--- src/rtl/slice_add_sequencer.sv ---
// Multi-cycle wide adder: one shared SLICE-bit ripple slice walks LSB to MSB,
// with the inter-slice carry held in a register and valid/ready on both sides.

module slice_ripple_adder #(
  parameter int W = 4
) (
  input  logic [W-1:0] a_i,
  input  logic [W-1:0] b_i,
  input  logic         c_i,
  output logic [W-1:0] s_o,
  output logic         c_o,
  output logic         c_msb_o
);
  logic [W:0] c;

  assign c[0] = c_i;

  for (genvar i = 0; i < W; i++) begin : g_fa
    assign s_o[i]   = a_i[i] ^ b_i[i] ^ c[i];
    assign c[i+1]   = (a_i[i] & b_i[i]) | (c[i] & (a_i[i] ^ b_i[i]));
  end

  assign c_o     = c[W];
  // Carry into the top bit, needed for signed overflow on the last slice.
  assign c_msb_o = c[W-1];
endmodule

module slice_add_sequencer #(
  parameter int WIDTH = 16,
  parameter int SLICE = 4
) (
  input  logic             clk,
  input  logic             rst,
  input  logic             in_valid,
  output logic             in_ready,
  input  logic [WIDTH-1:0] a,
  input  logic [WIDTH-1:0] b,
  input  logic             cin,
  output logic             out_valid,
  input  logic             out_ready,
  output logic [WIDTH-1:0] sum,
  output logic             cout,
  output logic             ovf
);
  localparam int NSLICE = WIDTH / SLICE;
  localparam int IDXW   = (NSLICE > 1) ? $clog2(NSLICE) : 1;

  localparam logic [1:0] IDLE = 2'd0;
  localparam logic [1:0] RUN  = 2'd1;
  localparam logic [1:0] DONE = 2'd2;

  localparam logic [IDXW-1:0] LAST_IDX = IDXW'(NSLICE - 1);

  logic [1:0]       state_q, state_d;
  logic [WIDTH-1:0] a_q, a_d;
  logic [WIDTH-1:0] b_q, b_d;
  logic [WIDTH-1:0] sum_q, sum_d;
  logic [IDXW-1:0]  idx_q, idx_d;
  logic             carry_q, carry_d;
  logic             cout_q, cout_d;
  logic             ovf_q, ovf_d;

  logic [SLICE-1:0] sl_a, sl_b, sl_s;
  logic             sl_c, sl_cmsb;

  assign sl_a = a_q[int'(idx_q)*SLICE +: SLICE];
  assign sl_b = b_q[int'(idx_q)*SLICE +: SLICE];

  slice_ripple_adder #(.W(SLICE)) u_slice (
    .a_i     (sl_a),
    .b_i     (sl_b),
    .c_i     (carry_q),
    .s_o     (sl_s),
    .c_o     (sl_c),
    .c_msb_o (sl_cmsb)
  );

  always_comb begin
    // NOTE: every next-state signal gets a hold default first so no path infers a latch.
    state_d = state_q;
    a_d     = a_q;
    b_d     = b_q;
    sum_d   = sum_q;
    idx_d   = idx_q;
    carry_d = carry_q;
    cout_d  = cout_q;
    ovf_d   = ovf_q;

    case (state_q)
      IDLE: begin
        if (in_valid) begin
          a_d     = a;
          b_d     = b;
          carry_d = cin;
          idx_d   = '0;
          state_d = RUN;
        end
      end
      RUN: begin
        sum_d[int'(idx_q)*SLICE +: SLICE] = sl_s;
        carry_d = sl_c;
        if (idx_q == LAST_IDX) begin
          cout_d  = sl_c;
          ovf_d   = sl_c ^ sl_cmsb;
          idx_d   = '0;
          state_d = DONE;
        end else begin
          idx_d = idx_q + 1'b1;
        end
      end
      DONE: begin
        if (out_ready) state_d = IDLE;
      end
      default: state_d = IDLE;
    endcase
  end

  always_ff @(posedge clk) begin
    // NOTE: non-blocking assignments so every register samples pre-edge values.
    if (rst) begin
      state_q <= IDLE;
      a_q     <= '0;
      b_q     <= '0;
      sum_q   <= '0;
      idx_q   <= '0;
      carry_q <= 1'b0;
      cout_q  <= 1'b0;
      ovf_q   <= 1'b0;
    end else begin
      state_q <= state_d;
      a_q     <= a_d;
      b_q     <= b_d;
      sum_q   <= sum_d;
      idx_q   <= idx_d;
      carry_q <= carry_d;
      cout_q  <= cout_d;
      ovf_q   <= ovf_d;
    end
  end

  assign in_ready  = (state_q == IDLE);
  assign out_valid = (state_q == DONE);
  assign sum       = sum_q;
  assign cout      = cout_q;
  assign ovf       = ovf_q;
endmodule

--- config.mk ---
export PLATFORM = sky130hd
export DESIGN_NAME = slice_add_sequencer
export DESIGN_NICKNAME = d
export VERILOG_FILES = /design/src/rtl/slice_add_sequencer.sv
export SDC_FILE = /design/constraint.sdc
export NUM_CORES = 1
export LEC_CHECK = 0
export CAP_MARGIN = 15
export CORE_ASPECT_RATIO = 0.6
export CORE_MARGIN = 10
export CORE_UTILIZATION = 28
export CTS_BUF_LIST = sky130_fd_sc_hd__clkbuf_2 sky130_fd_sc_hd__clkbuf_4 sky130_fd_sc_hd__clkbuf_8
export DETAILED_ROUTE_END_ITERATION = 7
export SYNTH_ARGS = -nofsm -noshare
export SYNTH_HDL_FRONTEND = slang
export SYNTH_SLANG_ARGS = --single-unit
export TNS_END_PERCENT = 10
--- constraint.sdc ---
create_clock -name clk -period 5 [get_ports clk]
set_input_delay 1.25 -clock clk [delete_from_list [all_inputs] [get_ports clk]]
set_output_delay 1.25 -clock clk [all_outputs]
set_load 0.02 [all_outputs]
After elaboration in Yosys (flattened, before gate mapping). Cells that the tools add are included.

Add/sub/neg operators: 2. Equality and inequality tests: 6. Shift-type cells: 4. Mux-type cells: 10. Bitwise logic cells: 21. Reductions and logical operators: 6.

Operator list (count): 4-bit negator with 33-bit output (1); 4-bit by 33-bit variable shift with 16-bit output (first input constant) (1); 4-bit by 33-bit indexed part select with 16-bit output (1); 16-bit by 5-bit indexed part select with 4-bit output (2); 16-bit bitwise mux (1); 2-bit 2-to-1 mux (5); 1-bit bitwise XOR (9); 1-bit AND (8); 2-bit one-hot mux with 3 select lines (1); 2-bit AND reduction (3); 2-bit == test (second input constant) (2); 2-bit != test (second input constant) (2); 1-bit bitwise OR (4); 2-bit one-hot mux with 2 select lines (1); 3-bit AND reduction (1); 2-bit by 1-bit adder with 2-bit output (second input constant) (1); 2-bit by 1-bit == test with 1-bit output (second input constant) (1); 2-bit logical NOT (1); 2-bit by 1-bit != test with 1-bit output (second input constant) (1); 1-bit one-hot mux with 2 select lines (1); 2-bit nonzero test (1); 1-bit 2-to-1 mux (1).

Register bits after elaboration: 55. Output and inout port bits: 20. Word-level logic and storage cells: 57.

Longest topological paths before layout.
Word-level depth: 11. Mapped depth: 11. Gate-level depth less buffers: 10.

Modules after synthesis. From an unflattened synthesis, not the netlist that was laid out.

Cells, all modules: 276. Area, all modules: 2443.6 um^2.

By module, submodules not included: slice_add_sequencer (instances 1, cells each 264, area each 2333.5 um^2, sequential area each 1101.1 um^2); slice_ripple_adder (instances 1, cells each 12, area each 110.1 um^2, sequential area each 0.0 um^2).

Worst setup path after synthesis. Ideal clock, no wire load.

Path type: register -> register. Start point: register idx_q[0]. End point: register ovf_q, in the netlist ovf. Setup time: 134 ps. Data arrival time: 2722 ps. Data required time: 4866 ps. Setup slack: 2144 ps. Stages on the path, launching flop included: 12. Path buffers: 1. Cell sequence: dfxtp_1 -> buf_4 -> mux4_2 -> inv_1 -> fa_1 -> fa_1 -> inv_1 -> fa_1 -> fa_1 -> xor2_1 -> nor2_1 -> nor3_1.

Word-level cells in the longest chain between the ends: 11. Elaborated cells between the ends (all ways): 21.

RTL lines: from (decl) (RTL line 58) `logic [IDXW-1:0] idx_q, idx_d;`; from (signal assigned) (RTL line 134) `idx_q <= idx_d;`; 16-bit by 5-bit indexed part select with 4-bit output (on tied branches) (RTL line 66, 67); 1-bit bitwise XOR (RTL line 20) `assign c[i+1] = (a_i[i] & b_i[i]) | (c[i] & (a_i[i] ^ b_i[i]));`; 1-bit AND (RTL line 20); 1-bit bitwise OR (RTL line 20); 1-bit AND (RTL line 20); 1-bit bitwise OR (RTL line 20); 1-bit AND (RTL line 20); 1-bit bitwise OR (RTL line 20); 1-bit AND (RTL line 20); 1-bit bitwise OR (*) (RTL line 20); named net sl_c (RTL line 64) `logic sl_c, sl_cmsb;`; 1-bit bitwise XOR (*) (RTL line 104) `ovf_d = sl_c ^ sl_cmsb;`; to (signal assigned) (RTL line 137) `ovf_q <= ovf_d;`; to (decl) (RTL line 61) `logic ovf_q, ovf_d;`.

Mark *: on every way through the listed nets, which the timed path passes. The rest lies on a longest branch. A chain may end at the register's enable or synchronous reset.

Worst setup path after layout.
Start point: register idx_q[0]. End point: register sum_q[11], in the netlist sum[11].

Word-level cells in the longest chain between the ends: 11. Elaborated cells between the ends (all ways): 23.

RTL lines: 16-bit by 5-bit indexed part select with 4-bit output (on tied branches) (RTL line 66, 67); 1-bit bitwise XOR (RTL line 19, 20); 1-bit AND (RTL line 20); 1-bit bitwise OR (RTL line 20); 1-bit AND (RTL line 20); 1-bit bitwise OR (RTL line 20); 1-bit AND (RTL line 20); 1-bit bitwise OR (RTL line 20); 1-bit bitwise XOR (RTL line 19) `assign s_o[i] = a_i[i] ^ b_i[i] ^ c[i];`; 4-bit by 33-bit indexed part select with 16-bit output (RTL line 100) `sum_d[int'(idx_q)*SLICE +: SLICE] = sl_s;`; 16-bit bitwise mux (*) (RTL line 100); to (signal assigned) (RTL line 133) `sum_q <= sum_d;`; to (decl) (RTL line 57) `logic [WIDTH-1:0] sum_q, sum_d;`.

Mark *: on every way between the ends. The rest lies on a longest branch, timed or not.

==> metrics.md <==
| Metric | Value |
|---|---|
| Outcome | completed |
| DRT Wirelength | 6420 µm |
| Sequential Area | 1100 µm² |
| Slew @ Worst Pin | 1120 ps |
| Initial Utilization | between 20 and 30% |
| Floorplan core area | 8590 µm² |
| TritonCTS Buffers | 5 |
| Clk_skew | ~3.4 ps |
| Finished Cell Area | between 3000 and 4000 µm² |
| R2R Setup Slk | 1700 ps |
| Maximum buffer depth of the clock tree | 2 |
| Peak VDD IR | 0.000119 V |
| Synth Net Count | 324 |
| Main flop type after synthesis | dfxtp_1 |
| Die height | 93.2 µm |
| R2r worst-path depth | 9 |
| Fmax | approximately 300 MHz |
| Lkg Pwr | 1.11 nW |
| Final Wtd Congestion | 0.795 |
| # setup viols final | 0 |
| Async SR Flop Fraction | 0% |
| FF-to-FF Start | idx_q[0] |
| First-pass GRT wire length | 10500 µm |
| Worst path required time | 5230 ps |
| Tmin final | 3300 ps |
| Levels on crit path | 9 |
| Most frequent CP cell | fa_1 |
| Post-Synthesis Mean Instance Area | ~9.0 µm² |
| Drt initial violations | between 100 and 150 |
| Synth cell count leaders | nand2_1 (74), dfxtp_1 (55), a21oi_1 (47) |
| Unrepaired setup endpoints after global routing | false |
| Post-synthesis instance total | 277 |
| Yosys reg bits | 55 |
| Synth warn | 0 |
| Clock Tree Root | clkbuf_8 |
| Port Buf Inserts | 56 |
| Dpl cell area | about 3100 µm² |
| Util after Layout | between 30% and 40% |
| Top-count cell post-synth | nand2_1 |
| Setup crit end kind | flop |
| Via density | 4.74 |
| Cell taking the most area after synthesis | dfxtp_1 |
| Setup_tns | 0 ps |
| Hold path depth | 2 |
| Worst path max stage delay | 880 ps |
| CTS hold repair buffers | 0 |
| Leading post-synthesis cells by cell area | dfxtp_1 (44%), nand2_1 (11%), a21oi_1 (9.4%) |
| H-Tree Level Count | 2 |
| Routed vias | 2066 |
| Slowest cell on the critical path | dfxtp_1 |
| PwrDens | 272 nW/µm² |
| Drt pass-1 iters | 4 |
| Reg clk slew, reported paths | roughly 90 ps |
| Reg2reg end | sum[11] |
| Final worst path period share | 66.1% |
| CTS tree | done |
| Layout area overhead | 28.2% |
| CP top delay family | adder cells |
| Max-Slew Margin vs Limit | between 20% and 30% |
| Post-synthesis cell type count | 35 |
| Layout cells sized above 1 | 7.72% |
| Clk sinks | 55 |
| Worst path cell trace | mux4_2 -> inv_1 -> fa_1 -> fa_1 -> inv_1 -> fa_1 -> fa_1 -> nand4_1 -> a21oi_1 |
| Hold wc startpoint | sum[5] |
| Multi-input gate area | 1250 µm² |
| Post-CTS Setup Inserts | 0 |
| Critical Path Start Type | flop |
| Total grt overflow | 0 |
| Max-cap check violation count | 0 |
| Average wire per standard cell | about 15 µm |
| Fin. max-slew vios | 0 |
| Number of synthesized flops with an enable pin | 0 |
| DRC Markers | 0 |
| Seq/Total Area, Yosys | 44.1% |
| Antenna viol nets, final | 0 |
| Largest net degree at the start of global routing | 62 |
| Row count | 26 |
| Global Route Usage Sum | 9.79% |
| Antenna violations before repair | 0 |
| Yosys top cell area share | 44.1% |
| CP Max Fanout | 15 |
| Hold Path Class | reg -> reg |
| I/O pins | 57 |
| WS Path Type | reg -> reg |
| Die Area | around 13000 µm² |
| Clk_lat worst skew | 310 ps |
| Net count, final | 370 |
| Post-Syn Area | 2500 µm² |
| Worst path bufs/invs | 2 |
| Antenna fix cells | 0 |
| Resized Gates After CTS | 0 |
| Die W | 142 µm |
| Hold path endpoint | sum[5] |
| Post-DP HPWL | 4800 µm |
| Worst Path Arrival | 3530 ps |
| Final hold vios | 0 |
| Number of global-route vias before repair | about 2100 |
| Filler instances | 902 |
## routing by layer
| layer | up-vias | global-route usage, % | wire length (µm) |
|---|---|---|---|
| met5 | - | 0 | 0 |
| met4 | 0 | 2.29 | 54 |
| met3 | 7 | 3.99 | 483 |
| met2 | 53 | 14.3 | 2700 |
| met1 | 974 | 13.1 | 3180 |
| li1 | 1032 | - | - |
## flip-flops by register name, indices dropped and copies added (netlist names)
name     count
cout         1
carry_q      1
a_q         16
idx_q        2
ovf          1
b_q         16
state_q      2
sum         16
## area by class of cell
class / instances / share of cell area (%)
flip-flops and latches: 55 / 34.4
well taps: 112 / 4.38
multi-input cells: 192 / 39.2
inverters: 12 / 1.41
repair buffers: 57 / 17.8
clock buffers: 7 / 2.62
clock inverters: 1 / 0.156
## where the power goes
part	total, mW	leakage (nW)	internal (mW)	switching [mW]
Clock	0.249	0.0491	0.110	0.139
Sequential	0.476	0.449	0.458	0.0176
Combinational	0.145	0.613	0.0723	0.0724
Total	0.869	1.11	0.640	0.229
## logic make-up after synthesis
logic type | Yosys count | share of synthesized area [%]
AOI/OAI and AO/OA | 58 | 13.7
xor gates and xnor gates | 1 | 0.351
adders and majority gates | 10 | 6.21
buffers and inverters | 30 | 5.91
DFF | 55 | 44.1
muxes | 8 | 7.21
and+or+nand+nor | 115 | 22.5
## worst min-delay path: stages (launching register included)
cell	delay, ps
dfxtp_1	320
nand2_1	50
a21oi_1	50
## cells in the final DEF (no fill, tap or decap), types with 6 or more instances in the layout
master / synthesis / final
inv_1: 11 / 11
o32ai_1: 6 / 6
a21oi_1: 47 / 47
nand2_1: 74 / 74
ha_1: 6 / 6
nand2b_1: 9 / 9
clkdlybuf4s50_1: 0 / 55
mux4_2: 8 / 8
dfxtp_1: 55 / 55
## per-stage QoR
step | instances | total power, mW | worst slack, ps | hold WS (ps)
after floorplan | 277 | 0.572 | 2140 | 433
final | 436 | 0.869 | 1700 | 456
after global routing | 436 | 0.917 | 1470 | 483
after detailed placement | 427 | 0.629 | 1690 | 449
after CTS | 435 | 0.879 | 1670 | 460
after global placement | 427 | 0.628 | 1770 | 439
## worst max path at each step
stage	from	to
CTS	idx_q[0]	sum[7]
floorplan	idx_q[0]	ovf
global placement	idx_q[0]	ovf
finish	idx_q[0]	sum[11]
global route	idx_q[0]	sum[11]
detailed placement	idx_q[0]	sum[7]
Power figures use the tool's default switching activity.
